## src/rtl/f1_light_seq.sv

```systemverilog
`default_nettype none
// ============================================================================
// Module   : f1_light_seq
// Brief    : Start-light sequencer: fills N lights one per tick after a
//            trigger, holds them for a programmable tick count, then blanks
//            them with a one-cycle lights_out pulse. Optional macro
//            F1_JUMP_START_EN adds a sticky jump_start abort on trigger in HOLD.
// Revision : 1.0  initial release
// ============================================================================
module f1_light_seq #(
    parameter int N_LIGHTS = 8,
    parameter int DELAY_W  = 7
) (
    input  logic                clk,
    input  logic                rst,
    input  logic                trigger,
    input  logic                tick,
    input  logic [DELAY_W-1:0]  delay_in,
    output logic [N_LIGHTS-1:0] data_out,
    output logic                busy,
`ifdef F1_JUMP_START_EN
    output logic                jump_start,
`endif
    output logic                lights_out
);

    localparam logic [1:0] c_IDLE = 2'd0;
    localparam logic [1:0] c_FILL = 2'd1;
    localparam logic [1:0] c_HOLD = 2'd2;
    localparam logic [1:0] c_OUT  = 2'd3;

    localparam logic [DELAY_W-1:0] c_ONE = DELAY_W'(1);

    logic [1:0]          state_q, state_d;
    logic [N_LIGHTS-1:0] data_q,  data_d;
    logic [DELAY_W-1:0]  cnt_q,   cnt_d;
    logic                lo_q,    lo_d;
`ifdef F1_JUMP_START_EN
    logic                js_q,    js_d;
`endif

    always_comb begin
        state_d = state_q;
        data_d  = data_q;
        cnt_d   = cnt_q;
        lo_d    = 1'b0;
`ifdef F1_JUMP_START_EN
        js_d    = js_q;
`endif
        case (state_q)
            c_IDLE: begin
                data_d = '0;
                if (trigger) begin
                    state_d = c_FILL;
`ifdef F1_JUMP_START_EN
                    js_d    = 1'b0;
`endif
                end
            end
            c_FILL: begin
                if (tick) begin
                    data_d = {data_q[N_LIGHTS-2:0], 1'b1};
                    // Last shift lights the final bit; latch the hold length now.
                    if (&data_q[N_LIGHTS-2:0]) begin
                        state_d = c_HOLD;
                        cnt_d   = (delay_in == '0) ? c_ONE : delay_in;
                    end
                end
            end
            c_HOLD: begin
`ifdef F1_JUMP_START_EN
                if (trigger) begin
                    state_d = c_IDLE;
                    data_d  = '0;
                    cnt_d   = '0;
                    js_d    = 1'b1;
                end else
`endif
                if (tick) begin
                    if (cnt_q == c_ONE) begin
                        state_d = c_OUT;
                        data_d  = '0;
                        lo_d    = 1'b1;
                    end else begin
                        cnt_d = cnt_q - c_ONE;
                    end
                end
            end
            c_OUT: begin
                state_d = c_IDLE;
                data_d  = '0;
            end
            default: begin
                state_d = c_IDLE;
                data_d  = '0;
            end
        endcase
    end

    always_ff @(posedge clk) begin
        if (rst) begin
            state_q <= c_IDLE;
            data_q  <= '0;
            cnt_q   <= '0;
            lo_q    <= 1'b0;
`ifdef F1_JUMP_START_EN
            js_q    <= 1'b0;
`endif
        end else begin
            state_q <= state_d;
            data_q  <= data_d;
            cnt_q   <= cnt_d;
            lo_q    <= lo_d;
`ifdef F1_JUMP_START_EN
            js_q    <= js_d;
`endif
        end
    end

    assign data_out   = data_q;
    assign lights_out = lo_q;
    assign busy       = (state_q != c_IDLE);
`ifdef F1_JUMP_START_EN
    assign jump_start = js_q;
`endif

endmodule
`default_nettype wire

```

## config.mk

```make
export PLATFORM = sky130hd
export DESIGN_NAME = f1_light_seq
export DESIGN_NICKNAME = d
export VERILOG_FILES = /design/src/rtl/f1_light_seq.sv
export SDC_FILE = /design/constraint.sdc
export NUM_CORES = 1
export LEC_CHECK = 0
export BUFFER_PORTS_ARGS = -buffer_cell sky130_fd_sc_hd__buf_4
export CORE_ASPECT_RATIO = 1.25
export CORE_MARGIN = 4
export CORE_UTILIZATION = 35
export CTS_CLUSTER_SIZE = 28
export DETAILED_ROUTE_END_ITERATION = 8
export GPL_ROUTABILITY_DRIVEN = 0
export PLACE_DENSITY = 0.52
export SETUP_SLACK_MARGIN = 0.5
export SYNTH_ARGS = -nofsm -noshare
export SYNTH_HDL_FRONTEND = slang
export SYNTH_SLANG_ARGS = --single-unit
```

## constraint.sdc

```tcl
create_clock -name clk -period 3 [get_ports clk]
set_clock_uncertainty 0.1 [all_clocks]
set_input_delay 0.3 -clock clk [delete_from_list [all_inputs] [get_ports clk]]
set_output_delay 0.3 -clock clk [all_outputs]
set_load 0.05 [all_outputs]
```

==> key figures, run 1 <==
Status
  • Status: finished clean

STA
  • Setup_tns: 0 ns
  • Final hold slack: 0.223 ns
  • Count of final max-slew check failures: 0
  • Max Clk Rate: 472 MHz
  • RSZ-0062 raised after global routing: false
  • Final min period: 2.12 ns
  • Final period util: 0.706
  • Worst setup margin: 0.883 ns
  • Relative slew slack: 0.557
  • Finish-stage setup viols: 0
  • Worst-Margin Slew: 0.660 ns
  • Final Hold Vio Count: 0

Layout
  • # nets final: 167
  • Syn-to-layout area delta: 17.8%
  • Share of layout cells above drive strength 1: 0.196
  • Ant. Diodes: 0

CTS
  • Setup bufs post-CTS: 0
  • CTS tree: yes
  • Clock Sinks: 18
  • # resized after CTS: 0
  • CTS H-tree lvls: 1
  • Cts bufs inserted: 3
  • Clock Tree Root: clkbuf_4
  • Worst-Skew Late Latency: 0.30 ns
  • Hold_buf cts: 0
  • Clock Path Buffers: 2
  • Clk slew on worst S/H paths: 0.12 ns

Synthesis
  • EDFF count, synth: 0
  • Synth area leaders: dfxtp_1, ha_1, a21oi_1
  • Cell variety after synth: 36
  • Syn_nets: 150
  • Syn_area_per_cell: 8.19 sq um
  • Commonest register cell after synthesis: dfxtp_1
  • Synth top area share: 0.333
  • Cell Area, Synth: 1080 sq um
  • Post-Synthesis Cells: 132
  • Async SR Flop Fraction: 0
  • Post-synthesis sequential area ratio: 0.333
  • Top cell type by total area after synthesis: dfxtp_1
  • Synth warn: 0
  • Yosys reg bits: 18

Critical path
  • Slack of the worst reg-to-reg path: 0.88 ns
  • Buf/Inv on CP: 0
  • Worst R2R End: state_q[0]
  • Worst-path maximum fanout: 11
  • Crit path largest cell delay: 0.62 ns
  • Crit path DAT: 2.24 ns
  • Critical path cell sequence: or4_4, o32ai_2, a31oi_1, a211oi_2
  • Slowest cell on crit path: o32ai_2
  • Critical path startpoint category: flop
  • R2R depth: 4
  • Worst reg2reg path startpoint: cnt_q[5]
  • CP top delay family: compound AO/OA/AOI/OAI gates
  • Required @ worst endpoint: 3.12 ns
  • Critical path type: flop to flop
  • CP endpoint kind: flop

Routing
  • Vias/cell: 5.58
  • 1st-iter DRT viols: 23
  • TritonRoute pass-1 iters: 4
  • Post-Route WL: 2650 microns
  • Antenna-violating nets left: 0
  • Drc violations: 0
  • DR vias: 1026
  • Routed len/inst: 14.4 microns

GRT
  • Largest net degree at the start of global routing: 23
  • Vias in the first global route: 973
  • Total GRT Usage: 0.136
  • Global-route wire length before repair: 4440 microns
  • Total global routing overflow: 0
  • Initial antenna violation count: 0

Floorplan
  • Row Count: 22
  • IO Pins: 21
  • Die ar.: 4050 sq um
  • Die Span X: 57.7 microns
  • Die Ht: 70.1 microns
  • Core area: 2950 sq um
  • Starting Density: 0.367

Power and ir drop
  • P_leak: 0.477 nW
  • Clock power share: 0.150
  • Design Power: 0.00103 W
  • PD cells: 808 nW/um^2
  • Switching power: 0.000480 W
  • Combinational share of power: 0.538
  • Cell Int Power: 0.000550 W
  • Switching part of the total: 0.466
  • Seq pwr share: 0.312
  • VDD IR max: 0.443 mV

Placed design
  • Detailed placement HPWL: 1970 microns
  • Post-Place Worst Slack: 0.927 ns
  • Port Buffer Count: 20

Min path
  • Hold Path Origin: rst
  • Worst hold stages: 2
  • Hold endpoint: cnt_q[6]
  • Hold WC Path Type: input pin to flop

Flow run
  • Max-cap viol count: 0
cell usage after synthesis (all sizes together), types with 2 or more instances:
master  instances
o31ai           5
mux2i           2
nor2            4
nand2          11
nand2b          2
nor2b           7
nand3           9
a21boi          2
or4             2
a211oi          3
ha              7
a31oi           4
inv             8
or3             3
nor4            2
a41oi           2
nor3            4
buf             5
clkbuf          4
a21oi          13
o32ai           2
nand4           3
o21ai           3
dfxtp          18
placed cells by master, fill, tap and decap left out, drive strengths merged:
master	Yosys	final
buf	5	21
dfxtp	18	18
a21oi	13	13
nand2	11	11
nand3	9	9
inv	8	8
nor2b	7	7
ha	7	7
o31ai	5	5
nor3	4	4
nor2	4	4
a31oi	4	4
clkbuf	4	4
nand4	3	3
or3	3	3
o21ai	3	3
a211oi	3	3
a41oi	2	2
nor4	2	2
mux2i	2	2
nand2b	2	2
a21boi	2	2
o32ai	2	2
or4	2	2
o21a	1	1
a41o	1	1
o31a	1	1
mux2	1	1
and3	1	1
o32a	1	1
and3b	1	1
power by group through the flow:
stage | clock (W) | combinational, W | sequential, W
4_1_cts | 0.000160 | 0.000556 | 0.000321
6_report | 0.000155 | 0.000554 | 0.000321
3_5_place_dp | 0 | 0.000553 | 0.000327
5_1_grt | 0.000168 | 0.000610 | 0.000326
3_3_place_gp | 0 | 0.000551 | 0.000325
2_1_floorplan | 0 | 0.000438 | 0.000329
layout make-up:
class | count | area [sq um]
Timing Repair Buffer | 21 | 158
Inverter | 8 | 30.0
Fill cell | 296 | 1670
Sequential cell | 18 | 360
Multi-Input combinational cell | 97 | 644
Tap cell | 36 | 45.0
Clock buffer | 4 | 36.3
layer usage:
metal,share of wire,global-route usage,vias to the layer above
li1,-,-,515
met1,0.44,0.172,487
met2,0.50,0.216,18
met3,0.039,0.0240,6
met4,0.023,0.0722,0
met5,0,0,-
how the worst max path moves through the flow:
stage | startpoint | endpoint | slack [ns] | cells past startpoint
2_1_floorplan | data_out[2] | cnt_q[5] | 1.15 | 5
3_3_place_gp | cnt_q[5] | state_q[1] | 0.96 | 4
3_5_place_dp | cnt_q[5] | state_q[0] | 0.93 | 4
4_1_cts | cnt_q[5] | state_q[0] | 0.89 | 4
5_1_grt | cnt_q[5] | state_q[1] | 0.82 | 4
6_report | cnt_q[5] | state_q[0] | 0.88 | 4
worst register-to-register path, delay by kind of cell, from the launching register on:
| kind | cells | cell delay, ns |
|---|---|---|
| compound gates | 3 | 1.04 |
| simple gates | 1 | 0.56 |
| flops | 1 | 0.34 |
metrics by stage:
step | area (sq um) | util | instances
after floorplan | 1080 | - | 132
after global placement | 1240 | 0.420 | 180
after detailed placement | 1240 | 0.420 | 180
after CTS | 1270 | 0.432 | 184
after global routing | 1270 | 0.432 | 184
final | 1270 | 0.432 | 184
registers in the layout, summed over array words and instances (netlist names):
register	cells
cnt_q	7
data_out	8
lights_out	1
state_q	2
kinds of logic after synthesis:
family          count (synthesis)  share of synthesized area
compound gates                 38                      0.244
fa+ha+maj                       7                     0.0810
buf+inv                        17                     0.0706
flops                          18                      0.333
mux                             3                     0.0289
simple gates                   49                      0.242
Power figures use the tool's default switching activity.
==> inputs of run 2 (changes only) <==
- PLACE_DENSITY: 0.52 -> 0.54
- clock period: 3 -> 1.92 ns (I/O delays scaled with it)
==> key figures, run 2 (same netlist as run 1, synthesis figures left out) <==
CTS
  • CTS tree: yes
  • Cts bufs inserted: 3 (unchanged)
  • Hold_buf cts: 0 (unchanged)
  • CTS H-tree lvls: 1 (unchanged)
  • Clock Sinks: 18 (unchanged)
  • Clock Tree Root: clkbuf_4
  • Worst-Skew Late Latency: 0.29 ns (about the same)
  • Clock Path Buffers: 2 (unchanged)
  • Clk slew on worst S/H paths: 0.11 ns (about the same)

Min path
  • Hold WC Path Type: input pin to flop
  • Hold Path Origin: rst
  • Hold endpoint: data_out[2]
  • Worst hold stages: 2 (unchanged)

Placed design
  • Port Buffer Count: 20 (unchanged)
  • Detailed placement HPWL: 2050 microns (+4.1%)
  • Dpl cells: 185 (+2.8%)

Status
  • Status: finished clean

Floorplan
  • Die Ht: 70.1 microns (unchanged)
  • Core area: 2950 sq um (unchanged)
  • Die ar.: 4050 sq um (unchanged)
  • Starting Density: 0.367 (unchanged)
  • Die Span X: 57.7 microns (unchanged)
  • Row Count: 22 (unchanged)
  • IO Pins: 21 (unchanged)

Routing
  • Vias/cell: 5.54 (-0.61%)
  • DR vias: 1114 (+8.6%)
  • Met3 Wirelength: 136 microns (+31%)
  • TritonRoute pass-1 iters: 4 (unchanged)
  • Met1 WL: 1280 microns (+9.3%)
  • Top Layer Used: met4
  • Antenna-violating nets left: 0 (unchanged)
  • Post-Route WL: 3110 microns (+17%)
  • Drc violations: 0 (unchanged)
  • Routed len/inst: 15.5 microns (+7.5%)
  • Met2 wire len: 1650 microns (+25%)
  • 1st-iter DRT viols: 27 (+17%)

Power and ir drop
  • Design Power: 0.00207 W (+100%)
  • Combinational share of power: 0.654 (+0.116)
  • Switching power: 0.000922 W (+92%)
  • Switching part of the total: 0.445 (-0.0212)
  • PD cells: 1310 nW/um^2 (+62%)
  • Cell Int Power: 0.00115 W (+110%)
  • Clock power share: 0.095 (-0.055)
  • VDD IR max: 0.812 mV (+83%)
  • Seq pwr share: 0.251 (-0.061)
  • P_leak: 0.588 nW (+23%)

STA
  • Finish-stage setup viols: 0 (unchanged)
  • Relative slew slack: 0.747 (+0.191)
  • Max Clk Rate: 562 MHz (+19%)
  • Setup_tns: 0 ns (unchanged)
  • Final Hold Vio Count: 0 (unchanged)
  • Count of final max-slew check failures: 0 (unchanged)
  • RSZ-0062 raised after global routing: true
  • Final period util: 0.927 (+0.222)
  • Worst-Margin Slew: 0.376 ns (-0.283 ns)
  • Final min period: 1.78 ns (-0.336 ns)

GRT
  • Largest net degree at the start of global routing: 21 (-8.7%)
  • Initial antenna violation count: 0 (unchanged)
  • Global-route wire length before repair: 5000 microns (+13%)
  • Total global routing overflow: 0 (unchanged)
  • Total GRT Usage: 0.155 (+0.0181)
  • Vias in the first global route: 1059 (+8.8%)

Layout
  • Commonest non-fill, non-tap cells in the layout: buf_4, a21oi_1, nand2_1, dfxtp_4
  • Syn-to-layout area delta: 46.2%
  • Final Non-Filler Cells: 201 (+9.2%)
  • Share of layout cells above drive strength 1: 0.430 (+0.234)
  • Commonest non-fill, non-tap cell in the layout: buf_4
  • # nets final: 184 (+10%)
  • Ant. Diodes: 0 (unchanged)
  • Max reg flops: 8 (unchanged)

Critical path
  • Required @ worst endpoint: 2.01 ns (-1.11 ns)
  • R2R depth: 5 (+1)
  • Critical path type: flop to flop
  • Worst reg2reg path startpoint: cnt_q[4]
  • Worst-path maximum fanout: 4 (-7)
  • Critical path startpoint category: flop
  • Crit path DAT: 1.87 ns (-0.37 ns)
  • Slack of the worst reg-to-reg path: 0.14 ns (-0.74 ns)
  • CP endpoint kind: flop
  • Worst R2R End: state_q[1]

Flow run
  • Max-cap viol count: 0 (unchanged)
[run 2: cell count changes in the layout (fill, tap and decap cells not counted), sizes merged]
cell	before	now
clkinv	0	1
a41o	1	2
buf	21	36
[run 2: stage by stage]
stage / util / setup slack [ns] / hold WS, ns / instance area [sq um]
after floorplan: - / 0.278 / 0.294 / 1140
after global placement: 0.450 / 0.148 / 0.355 / 1330
after detailed placement: 0.450 / 0.150 / 0.356 / 1330
after CTS: 0.494 / 0.158 / 0.101 / 1460
after global routing: 0.537 / 0.0307 / 0.104 / 1580
final: 0.537 / 0.139 / 0.0990 / 1580
[run 2: final cells by class]
class,instances,area (sq um)
Clock buffer,3,22.5
Clock inverter,1,3.75
Fill cell,281,1370
Inverter,8,35.0
Multi-Input combinational cell,98,751
Sequential cell,18,397
Tap cell,36,45.0
Timing Repair Buffer,37,327
[run 2: critical path: stages (launching register included)]
cell     delay [ns]
dfxtp_4        0.36
or4_4          0.57
o32ai_4        0.29
buf_4          0.17
nand4_1        0.09
o31ai_1        0.11
[run 2: how the worst max path moves through the flow]
stage                     startpoint           to  slack, ns  depth (start not counted)
after floorplan             cnt_q[4]   state_q[0]       0.28                          5
after global placement    state_q[0]     cnt_q[4]       0.15                          6
after detailed placement  state_q[0]     cnt_q[4]       0.15                          6
after CTS                   cnt_q[4]  data_out[7]       0.16                          5
after global routing        cnt_q[0]  data_out[7]       0.03                          6
final                       cnt_q[4]   state_q[1]       0.14                          5
[run 2: power groups by stage]
stage / Combinational, W / Clock [W] / Sequential, W
final: 0.00136 / 0.000197 / 0.000520
after global routing: 0.00148 / 0.000219 / 0.000529
after CTS: 0.00116 / 0.000209 / 0.000518
after detailed placement: 0.000978 / 0 / 0.000506
after global placement: 0.000975 / 0 / 0.000505
after floorplan: 0.000730 / 0 / 0.000521
[run 2: what timing repair did]
action,4_1_cts,5_1_grt
cloned,1,1
resized for setup,17,15
pin swaps,1,6
setup endpoints to repair,19,19
buffers inserted,5,5
[run 2: layer usage]
layer / track usage / vias to the layer above
li1: - / 559
met1: 0.176 / 518
met2: 0.274 / 31
met3: 0.0222 / 6
met4: 0.0722 / 0
met5: 0 / -
